## src/rtl/btn_pkg.sv

```systemverilog
// Shared definitions for the push-button conditioner: FSM state encoding and
// counter widths used by btn_cond (and any other button channel built on it).
package btn_pkg;

    // Debounce counter width; DB_COUNT must fit (1..15).
    localparam int unsigned CntW = 4;

    // Auto-repeat strobe counter width; REPEAT_PERIOD must fit (1..255).
    localparam int unsigned RptW = 8;

    // Debounce FSM states.
    //   StIdle      : released and stable
    //   StArming    : press seen, qualifying
    //   StPressed   : press accepted
    //   StReleasing : release seen, qualifying
    typedef enum logic [1:0] {
        StIdle      = 2'd0,
        StArming    = 2'd1,
        StPressed   = 2'd2,
        StReleasing = 2'd3
    } btn_state_e;

    // True for the states in which the debounced level reads as pressed.
    function automatic logic state_is_down(input btn_state_e st);
        return (st == StPressed) || (st == StReleasing);
    endfunction

endpackage

```

## src/rtl/btn_sync.sv

```systemverilog
// Two-flop synchronizer for an asynchronous push-button level. Reset clears
// both stages so a freshly released reset never reports a stale press.
module btn_sync (
    input  logic clk,
    input  logic rst,
    input  logic d_i,
    output logic q_o
);

    logic meta_q, meta_d;
    logic sync_q, sync_d;

    // Next-state: shift the raw level through the two stages.
    always_comb begin
        meta_d = d_i;
        sync_d = meta_q;
    end

    // Synchronizer stages with asynchronous clear.
    always_ff @(posedge clk or posedge rst) begin
        if (rst) begin
            meta_q <= 1'b0;
            sync_q <= 1'b0;
        end else begin
            meta_q <= meta_d;
            sync_q <= sync_d;
        end
    end

    assign q_o = sync_q;

endmodule

```

## src/rtl/btn_cond.sv

```systemverilog
// Push-button conditioner: synchronizes btn_raw, debounces it on slowen
// strobes and produces a debounced level plus a one-clk press pulse.
// Optional auto-repeat while held is enabled by defining BTN_AUTO_REPEAT_EN.
module btn_cond
    import btn_pkg::*;
#(
    parameter int unsigned DB_COUNT      = 4,
    parameter int unsigned REPEAT_PERIOD = 8
) (
    input  logic clk,
    input  logic rst,
    input  logic slowen,
    input  logic btn_raw,
    output logic press,
    output logic level
);

    // Reject out-of-range configurations at elaboration time.
    if (DB_COUNT < 1 || DB_COUNT > 15) begin : g_bad_db_count
        $error("btn_cond: DB_COUNT must be in 1..15");
    end
    if (REPEAT_PERIOD < 1 || REPEAT_PERIOD > 255) begin : g_bad_repeat_period
        $error("btn_cond: REPEAT_PERIOD must be in 1..255");
    end

    localparam logic [CntW-1:0] DbLast = CntW'(DB_COUNT);
    localparam logic [CntW-1:0] CntOne = CntW'(1);
    // With a single-sample debounce the intermediate states are skipped.
    localparam bit DbSingle = (DB_COUNT == 1);

    logic btn_s;

    btn_state_e      state_q, state_d;
    logic [CntW-1:0] cnt_q, cnt_d;
    logic [CntW-1:0] cnt_inc;
    logic            accept;
    logic            rpt_fire;
    logic            press_q, press_d;
    logic            level_q, level_d;

    btn_sync u_sync (
        .clk (clk),
        .rst (rst),
        .d_i (btn_raw),
        .q_o (btn_s)
    );

    assign cnt_inc = cnt_q + CntOne;

    // Debounce FSM next-state; state and counter only move on slowen strobes.
    always_comb begin
        state_d = state_q;
        cnt_d   = cnt_q;
        accept  = 1'b0;
        if (slowen) begin
            unique case (state_q)
                StIdle: begin
                    if (btn_s) begin
                        if (DbSingle) begin
                            state_d = StPressed;
                            cnt_d   = '0;
                            accept  = 1'b1;
                        end else begin
                            state_d = StArming;
                            cnt_d   = CntOne;
                        end
                    end
                end
                StArming: begin
                    if (btn_s) begin
                        if (cnt_inc == DbLast) begin
                            state_d = StPressed;
                            cnt_d   = '0;
                            accept  = 1'b1;
                        end else begin
                            cnt_d = cnt_inc;
                        end
                    end else begin
                        // Bounce: discard progress silently.
                        state_d = StIdle;
                        cnt_d   = '0;
                    end
                end
                StPressed: begin
                    if (!btn_s) begin
                        if (DbSingle) begin
                            state_d = StIdle;
                            cnt_d   = '0;
                        end else begin
                            state_d = StReleasing;
                            cnt_d   = CntOne;
                        end
                    end
                end
                StReleasing: begin
                    if (!btn_s) begin
                        if (cnt_inc == DbLast) begin
                            state_d = StIdle;
                            cnt_d   = '0;
                        end else begin
                            cnt_d = cnt_inc;
                        end
                    end else begin
                        // Release bounce: back to pressed without a new pulse.
                        state_d = StPressed;
                        cnt_d   = '0;
                    end
                end
                default: begin
                    state_d = StIdle;
                    cnt_d   = '0;
                end
            endcase
        end
    end

`ifdef BTN_AUTO_REPEAT_EN
    localparam logic [RptW-1:0] RptLast = RptW'(REPEAT_PERIOD);
    localparam logic [RptW-1:0] RptOne  = RptW'(1);

    logic [RptW-1:0] rpt_q, rpt_d;
    logic [RptW-1:0] rpt_inc;

    assign rpt_inc = rpt_q + RptOne;

    // Repeat counter: restart on entering PRESSED, count strobes while staying.
    always_comb begin
        rpt_d    = rpt_q;
        rpt_fire = 1'b0;
        if (state_q != StPressed && state_d == StPressed) begin
            rpt_d = '0;
        end else if (slowen && state_q == StPressed && state_d == StPressed) begin
            if (rpt_inc == RptLast) begin
                rpt_d    = '0;
                rpt_fire = 1'b1;
            end else begin
                rpt_d = rpt_inc;
            end
        end
    end

    // Repeat counter register.
    always_ff @(posedge clk or posedge rst) begin
        if (rst) begin
            rpt_q <= '0;
        end else begin
            rpt_q <= rpt_d;
        end
    end
`else
    assign rpt_fire = 1'b0;
`endif

    // Output next-state: level tracks the next FSM state so both change together.
    always_comb begin
        press_d = accept | rpt_fire;
        level_d = state_is_down(state_d);
    end

    // FSM, counter and registered outputs.
    always_ff @(posedge clk or posedge rst) begin
        if (rst) begin
            state_q <= StIdle;
            cnt_q   <= '0;
            press_q <= 1'b0;
            level_q <= 1'b0;
        end else begin
            state_q <= state_d;
            cnt_q   <= cnt_d;
            press_q <= press_d;
            level_q <= level_d;
        end
    end

    assign press = press_q;
    assign level = level_q;

endmodule

```

## config.mk

```make
export PLATFORM = sky130hd
export DESIGN_NAME = btn_cond
export DESIGN_NICKNAME = d
export VERILOG_FILES = /design/src/rtl/btn_pkg.sv /design/src/rtl/btn_sync.sv /design/src/rtl/btn_cond.sv
export SDC_FILE = /design/constraint.sdc
export NUM_CORES = 1
export LEC_CHECK = 0
export ABC_AREA = 1
export BUFFER_PORTS_ARGS = -buffer_cell sky130_fd_sc_hd__clkbuf_2
export CAP_MARGIN = 20
export CORE_AREA = 2 2 39 41
export DETAILED_ROUTE_END_ITERATION = 12
export DIE_AREA = 0 0 41 43
export REMOVE_ABC_BUFFERS = 1
export SLEW_MARGIN = 20
export SYNTH_ARGS = -nofsm -noshare
export SYNTH_HDL_FRONTEND = slang
export SYNTH_SLANG_ARGS = --single-unit
```

## constraint.sdc

```tcl
create_clock -name clk -period 2.35 [get_ports clk]
set_input_delay 0.5875 -clock clk [delete_from_list [all_inputs] [get_ports clk]]
set_output_delay 0.5875 -clock clk [all_outputs]
set_load 0.01 [all_outputs]
```

==> results of run 1 <==
final timing paths:
path	start	end	slack [ns]	depth (start not counted)
worst max-delay path	press	press	1.02	1
worst min register to register	u_sync.meta_q	u_sync.q_o	0.35	0
min in group clk	u_sync.meta_q	u_sync.q_o	0.35	0
worst max register to register	cnt_q[0]	state_q[0]	1.04	7
max in group asynchronous	rst	state_q[0]	1.81	2
worst min-delay path	rst	cnt_q[2]	0.27	2
sequential cells by signal, indices dropped and copies added, names as in the netlist:
signal / count
cnt_q: 4
state_q: 2
level: 1
press: 1
u_sync.meta_q: 1
u_sync.q_o: 1
per-stage QoR:
| stage | std cells | setup slack, ns | total power, mW | hold slack (ns) |
|---|---|---|---|---|
| after global routing | 79 | 0.881 | 0.376 | 0.298 |
| after CTS | 79 | 1.01 | 0.356 | 0.278 |
| after global placement | 76 | 1.06 | 0.242 | 0.335 |
| after detailed placement | 76 | 1.05 | 0.242 | 0.340 |
| final | 79 | 1.02 | 0.348 | 0.275 |
| after floorplan | 55 | 1.15 | 0.229 | 0.331 |
Yosys cell counts, drive strengths merged:
cell type	count
xor2	1
nor2	3
and2	1
nand3	4
dfrtp	10
ha	2
o21ai	5
nand4	2
inv	8
nand2	19
final cells by class:
class | count | area (sq um) | share of cell area [%]
multi-input combinational | 37 | 205 | 37.1
sequential | 10 | 250 | 45.2
inverter | 8 | 30.0 | 5.43
timing repair buffer | 5 | 25.0 | 4.52
tap | 16 | 20.0 | 3.62
clock buffer | 3 | 22.5 | 4.07
power by group:
| group | total (mW) | internal, mW | switching, mW |
|---|---|---|---|
| Combinational | 0.0411 | 0.0157 | 0.0254 |
| Clock | 0.109 | 0.0587 | 0.0506 |
| Sequential | 0.198 | 0.183 | 0.0142 |
layer usage:
| metal | up-vias | share of wire, % |
|---|---|---|
| met3 | 2 | 3.6 |
| li1 | 189 | - |
| met1 | 152 | 52 |
| met2 | 5 | 42 |
| met4 | 0 | 1.9 |
| met5 | - | 0 |
layout by cell type (no fill, tap or decap), drive strengths merged:
cell type | netlist | layout
and2 | 1 | 1
clkbuf | 0 | 8
dfrtp | 10 | 10
ha | 2 | 2
inv | 8 | 8
nand2 | 19 | 19
nand3 | 4 | 4
nand4 | 2 | 2
nor2 | 3 | 3
o21ai | 5 | 5
xor2 | 1 | 1
cells by family after synthesis:
kind of cell	after synthesis
adders and majority gates	2
and+or+nand+nor	29
AOI/OAI and AO/OA	5
buffers and inverters	8
xor gates and xnor gates	1
DFF	10
==> impl_metrics.env, run 1 <==
export IMPL_status="completed"
export IMPL_ios=6
export IMPL_synthAdderAreaFrac_pct=5.15
export IMPL_yosysSeqAreaShare_pct=51.5
export IMPL_finalWirelength_um=755
export IMPL_critical_path_class="reg2out"
export IMPL_postPlaceCellArea_sq_um=531
export IMPL_synthSimpleGateAreaFrac_pct=30.2
export IMPL_place_hpwl_um=577
export IMPL_synth_compound_area_share_pct=5.15
export IMPL_p_leak_nw=0.283
export IMPL_post_route_period_util_pct=56.4
export IMPL_peakVddDrop_mv=0.312
export IMPL_hold_viol_final=0
export IMPL_nNetsFinal=71
export IMPL_gp_congestion=0.732
export IMPL_synth_top_area_share_pct=51.5
export IMPL_synth_top_family_by_area="simple AND/OR/NAND/NOR gates"
export IMPL_avgRoutedWirePerCell_um=9.56
export IMPL_synth_largest_area_cell="dfrtp_1"
export IMPL_slew_viol_final=0
export IMPL_postSynthCellCount=55
export IMPL_grt_pass1_vias=327
export IMPL_fin_setup_tns_ns=0
export IMPL_powerDensity_nw_per_um2=629
export IMPL_drt_iter0_drc=0
export IMPL_grt_pass1_wl_um=1370
export IMPL_cp_num_buf_inv=1
export IMPL_die_area_sq_um=1760
export IMPL_num_fill_cells=149
export IMPL_post_route_util_pct=40.0
export IMPL_areaGrowthSynthToFinish_pct=13.9
export IMPL_ctsResizeCount=0
export IMPL_maxCapViolCount=0
export IMPL_initial_core_util_pct=35.1
export IMPL_core_area_sq_um=1380
export IMPL_netlist_top_cells_area="dfrtp_1 (52%), nand2_1 (11%), nand2_2 (6.4%)"
export IMPL_antenna_found_initial=0
export IMPL_busiest_layer="met1"
export IMPL_clk_latency_ns=0.25
export IMPL_syn_area_sq_um=485
export IMPL_use_met2_pct=13.4
export IMPL_met3_usage_pct=3.14
export IMPL_dr_pass1_iters=1
export IMPL_max_stage_delay_ns=0.36
export IMPL_met1_usage_pct=18.4
export IMPL_die_w_um=41
export IMPL_drc=0
export IMPL_grt_ovfl_total=0
export IMPL_synthMuxAreaShare_pct=0
export IMPL_hold_class="in2async"
export IMPL_rows=14
export IMPL_post_synth_cell_area_avg_sq_um=8.83
export IMPL_cts_root_buf="clkbuf_4"
export IMPL_postCtsHoldBufs=0
export IMPL_ys_types=14
export IMPL_rsz0062_at_grt="no"
export IMPL_clock_path_buffers=2
export IMPL_die_height_um=43
export IMPL_antenna_cells=0
export IMPL_cts_clk_slew_worst_paths_ns=0.06
export IMPL_cp_slowest_cell="dfrtp_1"
export IMPL_stdcell_area_sq_um=553
export IMPL_required_ns=1.76
export IMPL_vias_per_cell=4.41
export IMPL_cp_end_kind="output pin"
export IMPL_crit_chain="clkbuf_2"
export IMPL_port_buffers=5
export IMPL_drive_gt1_share_pct=27.0
export IMPL_fmax_mhz=754
export IMPL_cp_top_family="flip-flops"
export IMPL_grt_max_degree=11
export IMPL_cts_tree="built"
export IMPL_cts_sinks=10
export IMPL_finalClockSkew_ns=0.000253
export IMPL_setup_viol=0
export IMPL_yosysWarningCount=0
export IMPL_ys_ff_latch=10
export IMPL_routed_via_count=348
export IMPL_grt_use_total_pct=12.1
export IMPL_h_tree_depth=1
export IMPL_setup_worst_path_start_class="flop"
export IMPL_period_needed_ns=1.33
export IMPL_ant_nets=0
export IMPL_worstPathArrival_ns=0.74
export IMPL_critPathMaxFanout=1
export IMPL_postCtsSetupRepairBufs=0
export IMPL_tightest_slew_ns=0.367
export IMPL_cts_made_buffers=3
export IMPL_synthXorXnorAreaFrac_pct=1.80
export IMPL_maxSlewHeadroom_pct=75.5
Power figures use the tool's default switching activity.
==> run 2, diff against run 1 <==
ABC_AREA = 0   (was 1)
clock period = 1.1 ns   (was 2.35 ns; I/O delays follow)
==> run 2 against run 1 <==
Net effect:
- the run now ends with setup timing left
- combinational power rose to 17 times the previous value
- sequential power increased to 2.8 times the previous value
- die area stayed put
- sequential cell count did not move
- cell count up 5.1%
- global-route usage up 4.1 points
- wire length rose by 48%
- worst hold slack got worse by 0.16 ns
- largest power group is now combinational logic
==> impl_metrics.env, run 2 <==
export IMPL_fin_cells=83
export IMPL_cts_tree="built"
export IMPL_synthFlopType="dfrtp_1"
export IMPL_largestRegisters="cnt_q x4, state_q x2"
export IMPL_post_route_util_pct=53.5
export IMPL_maxCapViolCount=0
export IMPL_worstPathArrival_ns=1.63
export IMPL_grt_use_total_pct=16.1
export IMPL_post_route_period_util_pct=135
export IMPL_die_w_um=41
export IMPL_ant_nets=0
export IMPL_synth_most_common_cell="dfrtp_1"
export IMPL_crit_chain="ha_2 -> nor2b_2 -> a32oi_2 -> buf_4 -> nor4bb_2 -> a311oi_1"
export IMPL_dr_pass1_iters=2
export IMPL_setup_viol=8
export IMPL_antenna_cells=0
export IMPL_port_buffers=5
export IMPL_dp_cells=78
export IMPL_clk_latency_ns=0.27
export IMPL_post_synth_cell_area_avg_sq_um=11.6
export IMPL_place_hpwl_um=749
export IMPL_cts_sinks=10
export IMPL_ys_types=22
export IMPL_initial_core_util_pct=35.9
export IMPL_synth_enable_flop_cells=0
export IMPL_layout_commonest_cell="buf_4"
export IMPL_ys_ff_latch=10
export IMPL_netlist_top_cells_area="dfrtp_1 (50%), ha_1 (5.0%), mux2_1 (4.5%)"
export IMPL_path_depth=6
export IMPL_rsz0062_at_grt="yes"
export IMPL_nNetsFinal=74
export IMPL_die_height_um=43
export IMPL_grt_max_degree=11
export IMPL_hold_slack_ns=0.116
export IMPL_top_register="cnt_q"
export IMPL_cp_slowest_cell="dfrtp_1"
export IMPL_gp_congestion=0.729
export IMPL_finalWirelength_um=1120
export IMPL_hold_class="in2reg"
export IMPL_cp_num_buf_inv=1
export IMPL_setup_ws_ns=-0.385
export IMPL_fmax_mhz=673
export IMPL_grt_pass1_vias=458
export IMPL_async_reset_ff_share_pct=100
export IMPL_grt_ovfl_total=0
export IMPL_areaGrowthSynthToFinish_pct=49.1
export IMPL_drive_gt1_share_pct=50.7
export IMPL_vias_per_cell=5.11
export IMPL_cts_clk_slew_worst_paths_ns=0.08
export IMPL_core_area_sq_um=1380
export IMPL_antenna_found_initial=0
export IMPL_rows=14
export IMPL_hold_path_depth=1
export IMPL_die_area_sq_um=1760
export IMPL_period_needed_ns=1.48
export IMPL_maxSlewHeadroom_pct=73.5
export IMPL_yosysWarningCount=0
export IMPL_required_ns=1.25
export IMPL_finalClockSkew_ns=0.00716
export IMPL_clock_path_buffers=2
export IMPL_rr_worst_depth=6
export IMPL_violations="setup timing"
export IMPL_synth_common_cells="dfrtp_1 (10), nand3_1 (4), o21ai_0 (3)"
export IMPL_max_stage_delay_ns=0.42
export IMPL_p_leak_nw=0.337
export IMPL_peakVddDrop_mv=1.15
export IMPL_cp_end_kind="flop"
export IMPL_postSynthCellCount=43
export IMPL_drt_iter0_drc=5
export IMPL_tightest_slew_ns=0.397
export IMPL_cp_top_family="flip-flops"
export IMPL_critPathMaxFanout=3
export IMPL_grt_pass1_wl_um=1840
export IMPL_setup_worst_path_start_class="flop"
export IMPL_syn_area_sq_um=497
export IMPL_hold_viol_final=0
export IMPL_h_tree_depth=1
export IMPL_status="complete, but fails checks"
export IMPL_final_cell_mix="buf_4 (13), dfrtp_1 (10), clkbuf_2 (5)"
export IMPL_yosysSeqAreaShare_pct=50.4
export IMPL_routed_via_count=424
export IMPL_largest_reg_flops=4
export IMPL_ios=6
export IMPL_powerDensity_nw_per_um2=2170
export IMPL_slew_viol_final=0
export IMPL_drc=0
export IMPL_cts_made_buffers=3
export IMPL_synth_top_area_share_pct=50.4
export IMPL_critical_path_class="reg2reg"
export IMPL_cts_root_buf="clkbuf_4"
export IMPL_avgRoutedWirePerCell_um=13.4
export IMPL_synth_largest_area_cell="dfrtp_1"
run 2: cell types whose count changed after synthesis, moves of 4 or more:
cell / delta
nand2_2: -5
o21ai_1: -4
nand2_1: -12
inv_1: -5
run 2: through the flow:
stage	instance area, sq um	power (mW)	worst slack (ns)	TNS (ns)
floorplan	497	0.816	-0.446	-1.78
global placement	647	1.15	-0.412	-2.22
detailed placement	647	1.16	-0.444	-2.32
CTS	716	1.57	-0.393	-2.22
global route	741	1.71	-0.482	-2.95
finish	741	1.61	-0.385	-2.22
run 2: report_power, final:
group          internal [mW]  total [mW]  leakage (nW)  switching (mW)
Combinational          0.412       0.719         0.187           0.307
Sequential             0.461       0.550         0.129          0.0886
Clock                  0.201       0.339        0.0210           0.138
run 2: final timing paths:
check / slack, ns / startpoint / endpoint
max in group asynchronous: 0.31 / rst / cnt_q[1]
min reg2reg: 0.36 / u_sync.meta_q / u_sync.q_o
min in group asynchronous: 0.50 / rst / state_q[0]
min: 0.12 / btn_raw / u_sync.meta_q
max: -0.38 / cnt_q[0] / cnt_q[0]
max reg2reg: -0.38 / cnt_q[0] / cnt_q[0]
run 2: cell families after synthesis:
logic type	Yosys count	synth area share, %
buf+inv	2	1.51
simple gates	16	19.9
xor+xnor	2	3.53
fa+ha+maj	2	5.04
compound gates	8	13.1
flops	10	50.4
mux	3	6.55
run 2: area by class of cell:
cell class              instances  area, sq um
clock buffers                   4         36.3
fillers                       126          643
inverters                       2         7.51
multi-input cells              31          283
flip-flops and latches         10          250
well taps                      16         20.0
repair buffers                 20          144
run 2: worst register-to-register path, delay by kind of cell, from the launching register on:
kind	cells	cell delay, ns
buffers and inverters	1	0.16
flip-flops	1	0.42
AND/OR/NAND/NOR	2	0.38
AO/OA/AOI/OAI	2	0.21
adder cells (fa/ha/maj)	1	0.20
run 2: timing repair:
action | 4_1_cts | 5_1_grt
setup endpoints to repair | 8 | 8
setup buffers | 0 | 0
endpoints found under the hold margin | 10 | 0
pin swaps | 7 | 0
hold buffers | 1 | 0
gates resized for setup | 6 | 4
run 2: per-layer routing:
layer	part of all wire (%)	routed length (um)	vias to the layer above	GRT usage [%]
met5	0	0	-	0
met2	54	604	4	24.7
met3	1.5	17	2	2.62
li1	-	-	205	-
met4	1.1	12	0	13.3
met1	43	480	213	18.2
==> run 3, diff against run 2 <==
SKIP_CTS_REPAIR_TIMING = 1   (was unset)
==> run 3 against run 2 <==
Net effect:
- the flow still finishes with violations (setup timing)
- global-route usage decreased by 1.0 points
- first-iteration DRC count up 60%
- clock skew decreased by 0.0017 ns
- sequential cell count did not move
==> impl_metrics.env, run 3 (synthesized netlist as in run 2, its figures left out) <==
export IMPL_avgRoutedWirePerCell_um=13.9
export IMPL_critical_path_class="reg2reg"
export IMPL_cts_clk_slew_worst_paths_ns=0.07
export IMPL_register_area_sq_um=250
export IMPL_required_ns=1.25
export IMPL_top_register="cnt_q"
export IMPL_route_top_layer_used="met4"
export IMPL_drt_iter0_drc=8
export IMPL_post_route_period_util_pct=135
export IMPL_hold_path_depth=1
export IMPL_num_fill_cells=119
export IMPL_port_buffers=5
export IMPL_period_needed_ns=1.49
export IMPL_place_hpwl_um=749
export IMPL_die_w_um=41
export IMPL_ios=6
export IMPL_grt_pass1_wl_um=1710
export IMPL_cts_tree="built"
export IMPL_drive_gt1_share_pct=55.7
export IMPL_layout_commonest_cell="buf_4"
export IMPL_h_tree_depth=1
export IMPL_wl_met1_um=479
export IMPL_finalWirelength_um=1200
export IMPL_preCtsSetupSlack_ns=-0.444
export IMPL_setup_worst_path_start_class="flop"
export IMPL_dr_pass1_iters=4
export IMPL_wl_met2_um=649
export IMPL_reg2reg_from="cnt_q[0]"
export IMPL_critPathMaxFanout=3
export IMPL_cts_made_buffers=3
export IMPL_rrSetupSlack_ns=-0.39
export IMPL_maxSlewHeadroom_pct=72.9
export IMPL_r2r_end="state_q[1]"
export IMPL_worstPathArrival_ns=1.64
export IMPL_rsz0062_at_grt="yes"
export IMPL_fmax_mhz=673
export IMPL_die_height_um=43
export IMPL_gp_congestion=0.729
export IMPL_initial_core_util_pct=35.9
export IMPL_vias_per_cell=5.17
export IMPL_violations="setup timing"
export IMPL_largestRegisters="cnt_q x4, state_q x2"
export IMPL_maxCapViolCount=0
export IMPL_clk_latency_ns=0.27
export IMPL_final_cell_mix="buf_4 (16), dfrtp_1 (10), clkbuf_2 (5)"
export IMPL_hold_viol_final=0
export IMPL_die_area_sq_um=1760
export IMPL_largest_reg_flops=4
export IMPL_ant_nets=0
export IMPL_peakVddDrop_mv=1.26
export IMPL_rr_worst_depth=5
export IMPL_grt_use_total_pct=15.1
export IMPL_hold_class="in2reg"
export IMPL_drc=0
export IMPL_met3_length_um=29
export IMPL_cp_end_kind="flop"
export IMPL_grt_max_degree=11
export IMPL_grt_ovfl_total=0
export IMPL_setup_viol=8
export IMPL_antenna_cells=0
export IMPL_routed_via_count=445
export IMPL_antenna_found_initial=0
export IMPL_status="complete, but fails checks"
export IMPL_hold_slack_ns=0.111
export IMPL_cts_sinks=10
export IMPL_critPathCapture="state_q[1]"
export IMPL_clock_path_buffers=2
export IMPL_grt_pass1_vias=429
export IMPL_finalClockSkew_ns=0.00547
export IMPL_powerDensity_nw_per_um2=2220
export IMPL_slew_viol_final=0
export IMPL_multiInputGateArea_sq_um=310
export IMPL_crit_start="cnt_q[0]"
export IMPL_rows=14
export IMPL_setup_ws_ns=-0.387
export IMPL_p_leak_nw=0.366
export IMPL_areaGrowthSynthToFinish_pct=59.2
export IMPL_cts_root_buf="clkbuf_4"
export IMPL_nNetsFinal=77
export IMPL_tightest_slew_ns=0.406
export IMPL_core_area_sq_um=1380
## run 3: worst min-delay path by stage
stage,startpoint,to
floorplan,rst,cnt_q[0]
finish,btn_raw,u_sync.meta_q
global placement,rst,u_sync.meta_q
CTS,rst,cnt_q[0]
global route,btn_raw,u_sync.meta_q
detailed placement,rst,u_sync.meta_q
## run 3: power breakdown
| group | total (mW) | switching [mW] | internal (mW) |
|---|---|---|---|
| combinational | 0.866 | 0.377 | 0.489 |
| sequential | 0.550 | 0.0886 | 0.461 |
| clock | 0.341 | 0.140 | 0.201 |
## run 3: final cells by class
type | instances | share of cell area, %
timing repair buffer | 23 | 21.0
multi-input combinational | 31 | 39.2
tap | 16 | 2.53
sequential | 10 | 31.6
clock buffer | 4 | 4.59
inverter | 2 | 0.949
## run 3: metrics by stage
stage,setup TNS [ns],cells,cell area [sq um],power [mW],utilization (%)
finish,-2.44,86,791,1.76,57.1
global route,-2.87,86,791,1.86,57.1
CTS,-2.51,82,683,1.51,49.4
detailed placement,-2.32,78,647,1.16,46.7
global placement,-2.22,78,647,1.15,46.7
floorplan,-1.78,43,497,0.816,-
## run 3: worst max-delay path: stages (launching register included)
cell and delay [ns]:
dfrtp_1 0.41, ha_2 0.20, nor2b_2 0.12, a32oi_2 0.13
nor2_2 0.18, mux2_4 0.32
## run 3: metal layers
metal | global-route usage (%) | up-vias
met5 | 0 | -
met4 | 12.0 | 0
met3 | 2.09 | 4
met2 | 23.1 | 8
met1 | 17.6 | 219
li1 | - | 214
